## config.mk

```make
export PLATFORM = sky130hd
export DESIGN_NAME = mem_arbiter_llsc
export DESIGN_NICKNAME = d
export VERILOG_FILES = /design/src/rtl/mem_arbiter_llsc.sv
export SDC_FILE = /design/constraint.sdc
export NUM_CORES = 1
export LEC_CHECK = 0
export ABC_AREA = 1
export CAP_MARGIN = 30
export CORE_MARGIN = 2
export CORE_UTILIZATION = 40
export CTS_BUF_LIST = sky130_fd_sc_hd__clkbuf_16
export CTS_CLUSTER_DIAMETER = 120
export DETAILED_ROUTE_END_ITERATION = 10
export PLACE_DENSITY = 0.69
export SYNTH_ARGS = -nofsm -noshare
export SYNTH_HDL_FRONTEND = slang
export SYNTH_SLANG_ARGS = --single-unit
```

## constraint.sdc

```tcl
create_clock -name clk_i -period 3.23 [get_ports clk_i]
set_clock_uncertainty 0.2 [all_clocks]
set_input_delay 0.646 -clock clk_i [delete_from_list [all_inputs] [get_ports clk_i]]
set_output_delay 0.646 -clock clk_i [all_outputs]
set_load 0.01 [all_outputs]
```

## src/rtl/mem_arbiter_llsc.sv

```systemverilog
// Round-robin arbiter from N CPU memory ports onto one RAM/serial controller port.
// Per-master LL reservations are tracked here so store-conditional is resolved in hardware.
module mem_arbiter_llsc #(
    parameter int NUM_MASTERS = 2,
    parameter int ADDR_W      = 32,
    parameter int DATA_W      = 32,
    parameter int RES_LSB     = 2
) (
    input  logic                                clk_i,
    input  logic                                rst_ni,
    input  logic [NUM_MASTERS*ADDR_W-1:0]       m_addr_i,
    input  logic [NUM_MASTERS*DATA_W-1:0]       m_wdata_i,
    input  logic [NUM_MASTERS*(DATA_W/8)-1:0]   m_sel_n_i,
    input  logic [NUM_MASTERS-1:0]              m_en_i,
    input  logic [NUM_MASTERS-1:0]              m_wen_n_i,
    input  logic [NUM_MASTERS-1:0]              m_ll_i,
    input  logic [NUM_MASTERS-1:0]              m_sc_i,
    input  logic [NUM_MASTERS-1:0]              res_clr_i,
    output logic [DATA_W-1:0]                   m_rdata_o,
    output logic [NUM_MASTERS-1:0]              m_done_o,
    output logic [NUM_MASTERS-1:0]              m_sc_result_o,
    output logic [ADDR_W-1:0]                   s_addr_o,
    output logic [DATA_W-1:0]                   s_wdata_o,
    output logic [DATA_W/8-1:0]                 s_sel_n_o,
    output logic                                s_wen_n_o,
    output logic                                s_en_o,
    input  logic [DATA_W-1:0]                   s_rdata_i,
    input  logic                                s_done_i
);

    localparam int SEL_W = DATA_W / 8;
    localparam int GW    = (NUM_MASTERS > 1) ? $clog2(NUM_MASTERS) : 1;
    localparam int TAG_W = ADDR_W - RES_LSB;

    typedef enum logic [1:0] {IDLE, XFER, DONE, SCFAIL} state_e;

    state_e                   state_q;
    logic [GW-1:0]            grant_q;
    logic [GW-1:0]            last_grant_q;
    logic [ADDR_W-1:0]        s_addr_q;
    logic [DATA_W-1:0]        s_wdata_q;
    logic [SEL_W-1:0]         s_sel_n_q;
    logic                     s_wen_n_q;
    logic                     s_en_q;
    logic                     ll_q;
    logic                     sc_q;
    logic [DATA_W-1:0]        m_rdata_q;
    logic [NUM_MASTERS-1:0]   m_done_q;
    logic [NUM_MASTERS-1:0]   m_sc_result_q;
    logic [NUM_MASTERS-1:0]   res_valid_q;
    logic [NUM_MASTERS-1:0]   res_valid_d;
    logic [TAG_W-1:0]         res_tag_q [NUM_MASTERS];
    logic [TAG_W-1:0]         res_tag_d [NUM_MASTERS];

    logic                     found;
    logic [GW-1:0]            pick;
    int                       idx;
    logic [ADDR_W-1:0]        pick_addr;
    logic [TAG_W-1:0]         pick_gran;
    logic                     pick_wen_n;
    logic                     pick_ll;
    logic                     pick_sc;
    logic                     sc_ok;
    logic [NUM_MASTERS-1:0]   pick_oh;
    logic [NUM_MASTERS-1:0]   grant_oh;
    logic [TAG_W-1:0]         gran_q;

    // Search starts just after the last winner so every requester is served in turn.
    always_comb begin
        found = 1'b0;
        pick  = '0;
        idx   = 0;
        for (int k = 1; k <= NUM_MASTERS; k++) begin
            idx = int'(last_grant_q) + k;
            if (idx >= NUM_MASTERS) idx = idx - NUM_MASTERS;
            if (!found && m_en_i[idx]) begin
                found = 1'b1;
                pick  = GW'(idx);
            end
        end
    end

    assign pick_addr  = m_addr_i[int'(pick)*ADDR_W +: ADDR_W];
    assign pick_gran  = pick_addr[ADDR_W-1:RES_LSB];
    assign pick_wen_n = m_wen_n_i[pick];
    assign pick_ll    = m_ll_i[pick] & pick_wen_n;
    assign pick_sc    = m_sc_i[pick] & ~pick_wen_n;
    assign sc_ok      = res_valid_q[pick] && (res_tag_q[pick] == pick_gran);
    assign pick_oh    = NUM_MASTERS'(1) << pick;
    assign grant_oh   = NUM_MASTERS'(1) << grant_q;
    assign gran_q     = s_addr_q[ADDR_W-1:RES_LSB];

    // A completed write kills every matching reservation, the writer's own included.
    always_comb begin
        res_valid_d = res_valid_q;
        for (int j = 0; j < NUM_MASTERS; j++) res_tag_d[j] = res_tag_q[j];
        if (state_q == XFER && s_done_i) begin
            if (ll_q) begin
                res_valid_d[grant_q] = 1'b1;
                res_tag_d[grant_q]   = gran_q;
            end
            if (!s_wen_n_q) begin
                for (int j = 0; j < NUM_MASTERS; j++) begin
                    if (res_valid_q[j] && res_tag_q[j] == gran_q) res_valid_d[j] = 1'b0;
                end
            end
        end
        res_valid_d = res_valid_d & ~res_clr_i;
    end

    always_ff @(posedge clk_i or negedge rst_ni) begin
        if (!rst_ni) begin
            res_valid_q <= '0;
            for (int j = 0; j < NUM_MASTERS; j++) res_tag_q[j] <= '0;
        end else begin
            res_valid_q <= res_valid_d;
            for (int j = 0; j < NUM_MASTERS; j++) res_tag_q[j] <= res_tag_d[j];
        end
    end

    always_ff @(posedge clk_i or negedge rst_ni) begin
        if (!rst_ni) begin
            state_q       <= IDLE;
            grant_q       <= '0;
            last_grant_q  <= GW'(NUM_MASTERS - 1);
            s_addr_q      <= '0;
            s_wdata_q     <= '0;
            s_sel_n_q     <= '1;
            s_wen_n_q     <= 1'b1;
            s_en_q        <= 1'b0;
            ll_q          <= 1'b0;
            sc_q          <= 1'b0;
            m_rdata_q     <= '0;
            m_done_q      <= '0;
            m_sc_result_q <= '0;
        end else begin
            case (state_q)
                IDLE: begin
                    if (found) begin
                        grant_q      <= pick;
                        last_grant_q <= pick;
                        s_addr_q     <= pick_addr;
                        s_wdata_q    <= m_wdata_i[int'(pick)*DATA_W +: DATA_W];
                        s_sel_n_q    <= m_sel_n_i[int'(pick)*SEL_W +: SEL_W];
                        s_wen_n_q    <= pick_wen_n;
                        ll_q         <= pick_ll;
                        sc_q         <= pick_sc;
                        if (pick_sc && !sc_ok) begin
                            state_q  <= SCFAIL;
                            m_done_q <= pick_oh;
                        end else begin
                            state_q  <= XFER;
                            s_en_q   <= 1'b1;
                        end
                    end
                end
                XFER: begin
                    if (s_done_i) begin
                        s_en_q        <= 1'b0;
                        m_rdata_q     <= s_rdata_i;
                        m_done_q      <= grant_oh;
                        m_sc_result_q <= sc_q ? grant_oh : '0;
                        state_q       <= DONE;
                    end
                end
                default: begin
                    m_done_q      <= '0;
                    m_sc_result_q <= '0;
                    state_q       <= IDLE;
                end
            endcase
        end
    end

    assign m_rdata_o     = m_rdata_q;
    assign m_done_o      = m_done_q;
    assign m_sc_result_o = m_sc_result_q;
    assign s_addr_o      = s_addr_q;
    assign s_wdata_o     = s_wdata_q;
    assign s_sel_n_o     = s_sel_n_q;
    assign s_wen_n_o     = s_wen_n_q;
    assign s_en_o        = s_en_q;

endmodule

```

======== Word-level counts from Yosys, hierarchy flattened ========
Index checks and enable logic that the tools add are counted.
cells by class
  $add $sub $neg .......................... 4
  multiply operators ...................... 0
  divide/modulo/power cells ............... 0
  magnitude comparators ................... 10
  eq/ne operators ......................... 8
  shift operators ......................... 5
  multiplexer cells ....................... 48
  bitwise logic cells ..................... 9
  reductions and logical operators ........ 19
operator list
  kind                 count
  $shiftx 64x7->32     2
  $mux 30              4
  $eq 30x30->1         3
  $lt 32x3->1 const B  2
  $mux 32              2
  $bwmux 60            1
  $demux 30 s1         1
  $mux 1               24
  $mux 2               11
  $pmux 2 s2           3
  $reduce_and 2->1     5
  $logic_and 1x1->1    8
  $ne 2x2->1 const B   4
  $shiftx 8x4->4       1
  $ge 2x2->1 const B   3
  $lt 1x2->1 const B   2
  $not 1->2            2
  $reduce_and 4->1     1
  $shl 1x1->2 const A  2
  $sub 3x2->4 const B  1
  $add 1x2->3 const B  1
  $ge 3x2->1 const B   1
  $reduce_and 3->1     1
  $sub 2x2->3 const B  1
  other kinds (14)     17
word-level totals
  register bits ........................... 174
  latch bits .............................. 0
  RAM bits ................................ 0
  ROM bits ................................ 0
  logic and storage cells ................. 119
  memories kept ........................... 0

======== Depth between registers and ports, before layout ========
  depth after elaboration ................. 21
  mapped depth ............................ 18

======== Worst setup path before layout ========
Ideal clock, no wire load.
  path type ............................... input -> register
  start point ............................. in m_en_i[1]
  end point ............................... reg s_en_q, in the netlist s_en_o
  setup time .............................. 117 ps
  arrival ................................. 1,936 ps
  data required time ...................... 2,913 ps
  setup slack ............................. 978 ps
  stages .................................. 18
  path buffers ............................ 3
  cell sequence ........................... buf_4 > nand2_2 > buf_6 > inv_2 > buf_4 > nand2_1 > nand2_1 > nand2_1 > nand2_1 > nand2_1 > nor2_1 > nand2_1 > nor2_1 > nand2_1 > nand3_1 > nand2_1 > nand2_1 > nand2_1
on the way
  cells in the longest elaborated chain, start to end .. 17
ends and longest elaborated chain
  what                                                       RTL line  RTL
  from (decl)                                                14        input logic [NUM_MASTERS-1:0] m_en_i,
  branches (longest 16 deep; another with $shiftx 64x7->32)  n/a
  $reduce_and 4->1 (no line) *                               n/a
  to (signal assigned)                                       130       s_en_q <= 1'b0;
  to (signal assigned)                                       153       s_en_q <= 1'b1;
  to (signal assigned)                                       159       s_en_q <= 1'b0;
  to (decl)                                                  44        logic s_en_q;
Mark *: on every way between the ends. The select of a mux whose other input is x is not followed.
A chain may end at the register's enable or synchronous reset.

======== Worst setup path in the final report ========
  start point ............................. in m_en_i[0]
  end point ............................... reg s_en_q, in the netlist s_en_o
The elaborated chain is that of the path after synthesis.

==> reports/metrics.csv <==
metric,value,unit
WP data required,3350,ps
cell area after technology mapping,9789,sq um
setup repair after global routing missed its margin,no,
Sequential Area,4362,sq um
cell types with the largest area share after synthesis,"sky130_fd_sc_hd__dfrtp_1 (43%), sky130_fd_sc_hd__nand2_1 (24%), sky130_fd_sc_hd__o21ai_0 (6.2%)",
cell taking the most area after synthesis,sky130_fd_sc_hd__dfrtp_1,
number of enable-type register cells in the synthesized netlist,0,
most frequently used cell type in the post-synthesis netlist,sky130_fd_sc_hd__nand2_1,
YS warnings,0,
area share of the largest cell type after synthesis,42.94,%
die outline height,160.4,microns
Synth Register Bits,174,
post-layout worst setup margin,403.1,ps
final-report hold violation count,0,
total number of nets in the final design,1843,
final routed wire length divided by cell count,16.87,microns
post-synthesis sequential area ratio,44.56,%
initial antenna violation count,0,
n_diodes,0,
vias in the first global route,9480,
fill count,2244,
Hold WS,271.8,ps
Die X,160.4,microns
Crit path largest cell delay,550,ps
root buffer selected by CTS,sky130_fd_sc_hd__clkbuf_16,
cells along the critical path,clkdlybuf4s50_1 -> nand2_4 -> nand2_8 -> buf_12 -> nand2_1 -> o21ai_0 -> nand2_1 -> nand2_1 -> nand2_1 -> nor2_1 -> nand2_1 -> nor2_1 -> nand2_1 -> nand3_1 -> nand2_1 -> nand2_1 -> nand2_1,
pin count of the biggest net entering global routing,80,
crit path max fanout,65,
endpoint class of the critical path,register,
total half-perimeter wirelength after legalization and detailed placement,25060,microns
gp weighted congestion,0.9449,
via/cell ratio,5.081,
drt pass-1 iters,5,
Setup Buffers After CTS,0,
max-slew violation count,0,
pre-CTS WS,24.74,ps
gr usage total,25.99,%
total die area,25740,sq um
Setup CP Type,primary input to register,
most instantiated flip-flop cell in the synthesis netlist,sky130_fd_sc_hd__dfrtp_1,
transition time of the tightest slew-check pin,619.8,ps
"count of placed standard cells in the final layout, fillers left out",1998,
CTS Buf Count,17,
I/O pins,287,
combined area of the multi-input logic cells,4529,sq um
Rows,57,
total of endpoints with negative setup slack in the final report,0,
TritonCTS clock tree,done,
cell mode on critical path,sky130_fd_sc_hd__nand2_1,
global-route wire length before repair,52700,microns
count of buffer and inverter cells on the critical path,2,
drc violations,0,
fmax,0.3537,GHz
clock latency on the worst-skew pair,440,ps
# placed instances,1966,
port buffer count,286,
Initial Utilization,40.49,%
vias after detailed routing,10150,
worst vdd rail ir drop,0.4317,mV
number of buffers added to fix hold violations after cts,1,
share of flip-flops with an asynchronous set or reset,100.0,%
leak pwr,6.566,nW
share of the clock period used by the worst path after layout,87.52,%
commonest cells in the synthesized netlist,"sky130_fd_sc_hd__nand2_1 (614), sky130_fd_sc_hd__dfrtp_1 (168), sky130_fd_sc_hd__inv_1 (139), sky130_fd_sc_hd__o21ai_0 (122), sky130_fd_sc_hd__nor2_1 (69)",
post-synth net total,1585,
total of cells resized after clock tree synthesis,0,
endpoint arrival time on the critical path,2940,ps
master of the slowest instance on the critical path,sky130_fd_sc_hd__clkdlybuf4s50_1,
family with the most delay on the worst path,simple AND/OR/NAND/NOR gates,
Layout Utilization,56.55,%
power per cell area,922.2,nW/um^2
distinct cell type count after synthesis,37,
register clock-pin slew on the reported worst setup and hold paths,60,ps
post-layout minimum cycle time,2827,ps
clock buffer depth,2,
Detail Route Antenna Nets,0,
average cell area after synthesis,6.972,sq um
Max-Cap Viols,0,
1st-iter DRT viols,926,
normalized max-slew margin,58.54,%
status,"complete, no violations",
number of clock sinks seen by CTS,174,
Hold Crit Class,register to register,
setup TNS,0,ps
Post-Syn Instances,1404,
global route total overflow,0,
H-tree depth,4,
share of layout cells above drive strength 1,4.540,%
total core area,24180,sq um
Critical Path Start Type,primary input,
Area Growth Syn to Fin,39.66,%
Routed WL,33710,microns
## layer usage
| metal | global-route usage, % | up-vias | wire, microns |
|---|---|---|---|
| li1 | - | 4970 | - |
| met1 | 33.85 | 4715 | 14210 |
| met2 | 44.00 | 428 | 16390 |
| met3 | 5.217 | 39 | 2478 |
| met4 | 7.535 | 0 | 628 |
| met5 | 0 | - | 0 |
## sequential cells by signal, indices dropped and copies added, names as in the netlist, 2 cells and up
| name | count |
|---|---|
| m_sc_result_o | 2 |
| res_tag_q | 60 |
| state_q | 2 |
| res_valid_q | 2 |
| m_done_o | 2 |
| s_wdata_o | 32 |
| m_rdata_o | 32 |
| s_sel_n_o | 4 |
| s_addr_o | 32 |
## worst paths after layout
| kind | start | endpoint | slack, ps | cells after the start |
|---|---|---|---|---|
| worst max-delay path | m_en_i[0] | s_en_o$_DFFE_PN0P_ | 400 | 17 |
| worst min-delay path | m_rdata_o[19]$_DFFE_PN0P_ | m_rdata_o[19]$_DFFE_PN0P_ | 270 | 2 |
| worst max register to register | last_grant_q$_DFFE_PN1P_ | s_en_o$_DFFE_PN0P_ | 620 | 16 |
| worst min register to register | m_rdata_o[19]$_DFFE_PN0P_ | m_rdata_o[19]$_DFFE_PN0P_ | 270 | 2 |
| max in group asynchronous | rst_ni | s_wen_n_o$_DFFE_PN1P_ | 1560 | 3 |
| min in group asynchronous | rst_ni | s_wdata_o[8]$_DFFE_PN0P_ | 500 | 2 |
## layout by cell type (no fill, tap or decap), types with 2 or more instances in the layout
cell type / netlist / routed
sky130_fd_sc_hd__a31oi_1: 38 / 38
sky130_fd_sc_hd__nor2_4: 1 / 2
sky130_fd_sc_hd__inv_1: 139 / 139
sky130_fd_sc_hd__dfrtp_1: 168 / 168
sky130_fd_sc_hd__o21ai_1: 8 / 8
sky130_fd_sc_hd__nand4_1: 6 / 6
sky130_fd_sc_hd__o21bai_1: 2 / 2
sky130_fd_sc_hd__nor3_4: 0 / 2
sky130_fd_sc_hd__clkbuf_16: 0 / 17
sky130_fd_sc_hd__nand2_1: 614 / 614
sky130_fd_sc_hd__clkdlybuf4s50_1: 0 / 284
sky130_fd_sc_hd__inv_6: 0 / 6
sky130_fd_sc_hd__nand3_1: 62 / 62
sky130_fd_sc_hd__o22ai_1: 28 / 28
sky130_fd_sc_hd__a21oi_1: 5 / 5
sky130_fd_sc_hd__inv_2: 5 / 5
sky130_fd_sc_hd__bufinv_16: 0 / 5
sky130_fd_sc_hd__dfstp_2: 6 / 6
sky130_fd_sc_hd__a221oi_1: 4 / 4
sky130_fd_sc_hd__nand3b_1: 21 / 21
sky130_fd_sc_hd__o21ai_0: 122 / 122
sky130_fd_sc_hd__nor4_1: 5 / 5
sky130_fd_sc_hd__o2111ai_1: 2 / 2
sky130_fd_sc_hd__o211ai_1: 2 / 2
sky130_fd_sc_hd__buf_4: 9 / 15
sky130_fd_sc_hd__buf_12: 0 / 10
sky130_fd_sc_hd__xnor2_1: 12 / 12
sky130_fd_sc_hd__nor2_1: 69 / 68
## area by class of cell
type | instances | area share, %
Clock buffer | 17 | 3.112
Clock inverter | 14 | 1.666
Inverter | 144 | 3.953
Multi-Input combinational cell | 1013 | 33.13
Sequential cell | 174 | 31.90
Tap cell | 324 | 2.965
Timing Repair Buffer | 312 | 23.27
## stage by stage
step / instance area (sq um) / power [mW]
detailed placement: 13010 / 10.25
global route: 13670 / 13.50
global placement: 13010 / 10.16
finish: 13670 / 12.61
floorplan: 9789 / 7.356
CTS: 13670 / 12.63
## tightest hold or removal path, cell delays in order (launching register included)
cell and delay (ps):
sky130_fd_sc_hd__dfrtp_1 340, sky130_fd_sc_hd__nand2_1 50, sky130_fd_sc_hd__nand2_1 50
## where the power goes
group          internal [mW]  switching [mW]
combinational           2.64            3.34
clock                   1.39           0.955
sequential              3.27            1.02
## logic make-up after synthesis
logic type	synth area share, %
AOI/OAI and AO/OA	12.26
buffers and inverters	9.522
muxes	0.1023
DFF	44.56
xor gates and xnor gates	1.163
and+or+nand+nor	32.40
Note: power is estimated with default switching activity, not from simulation.
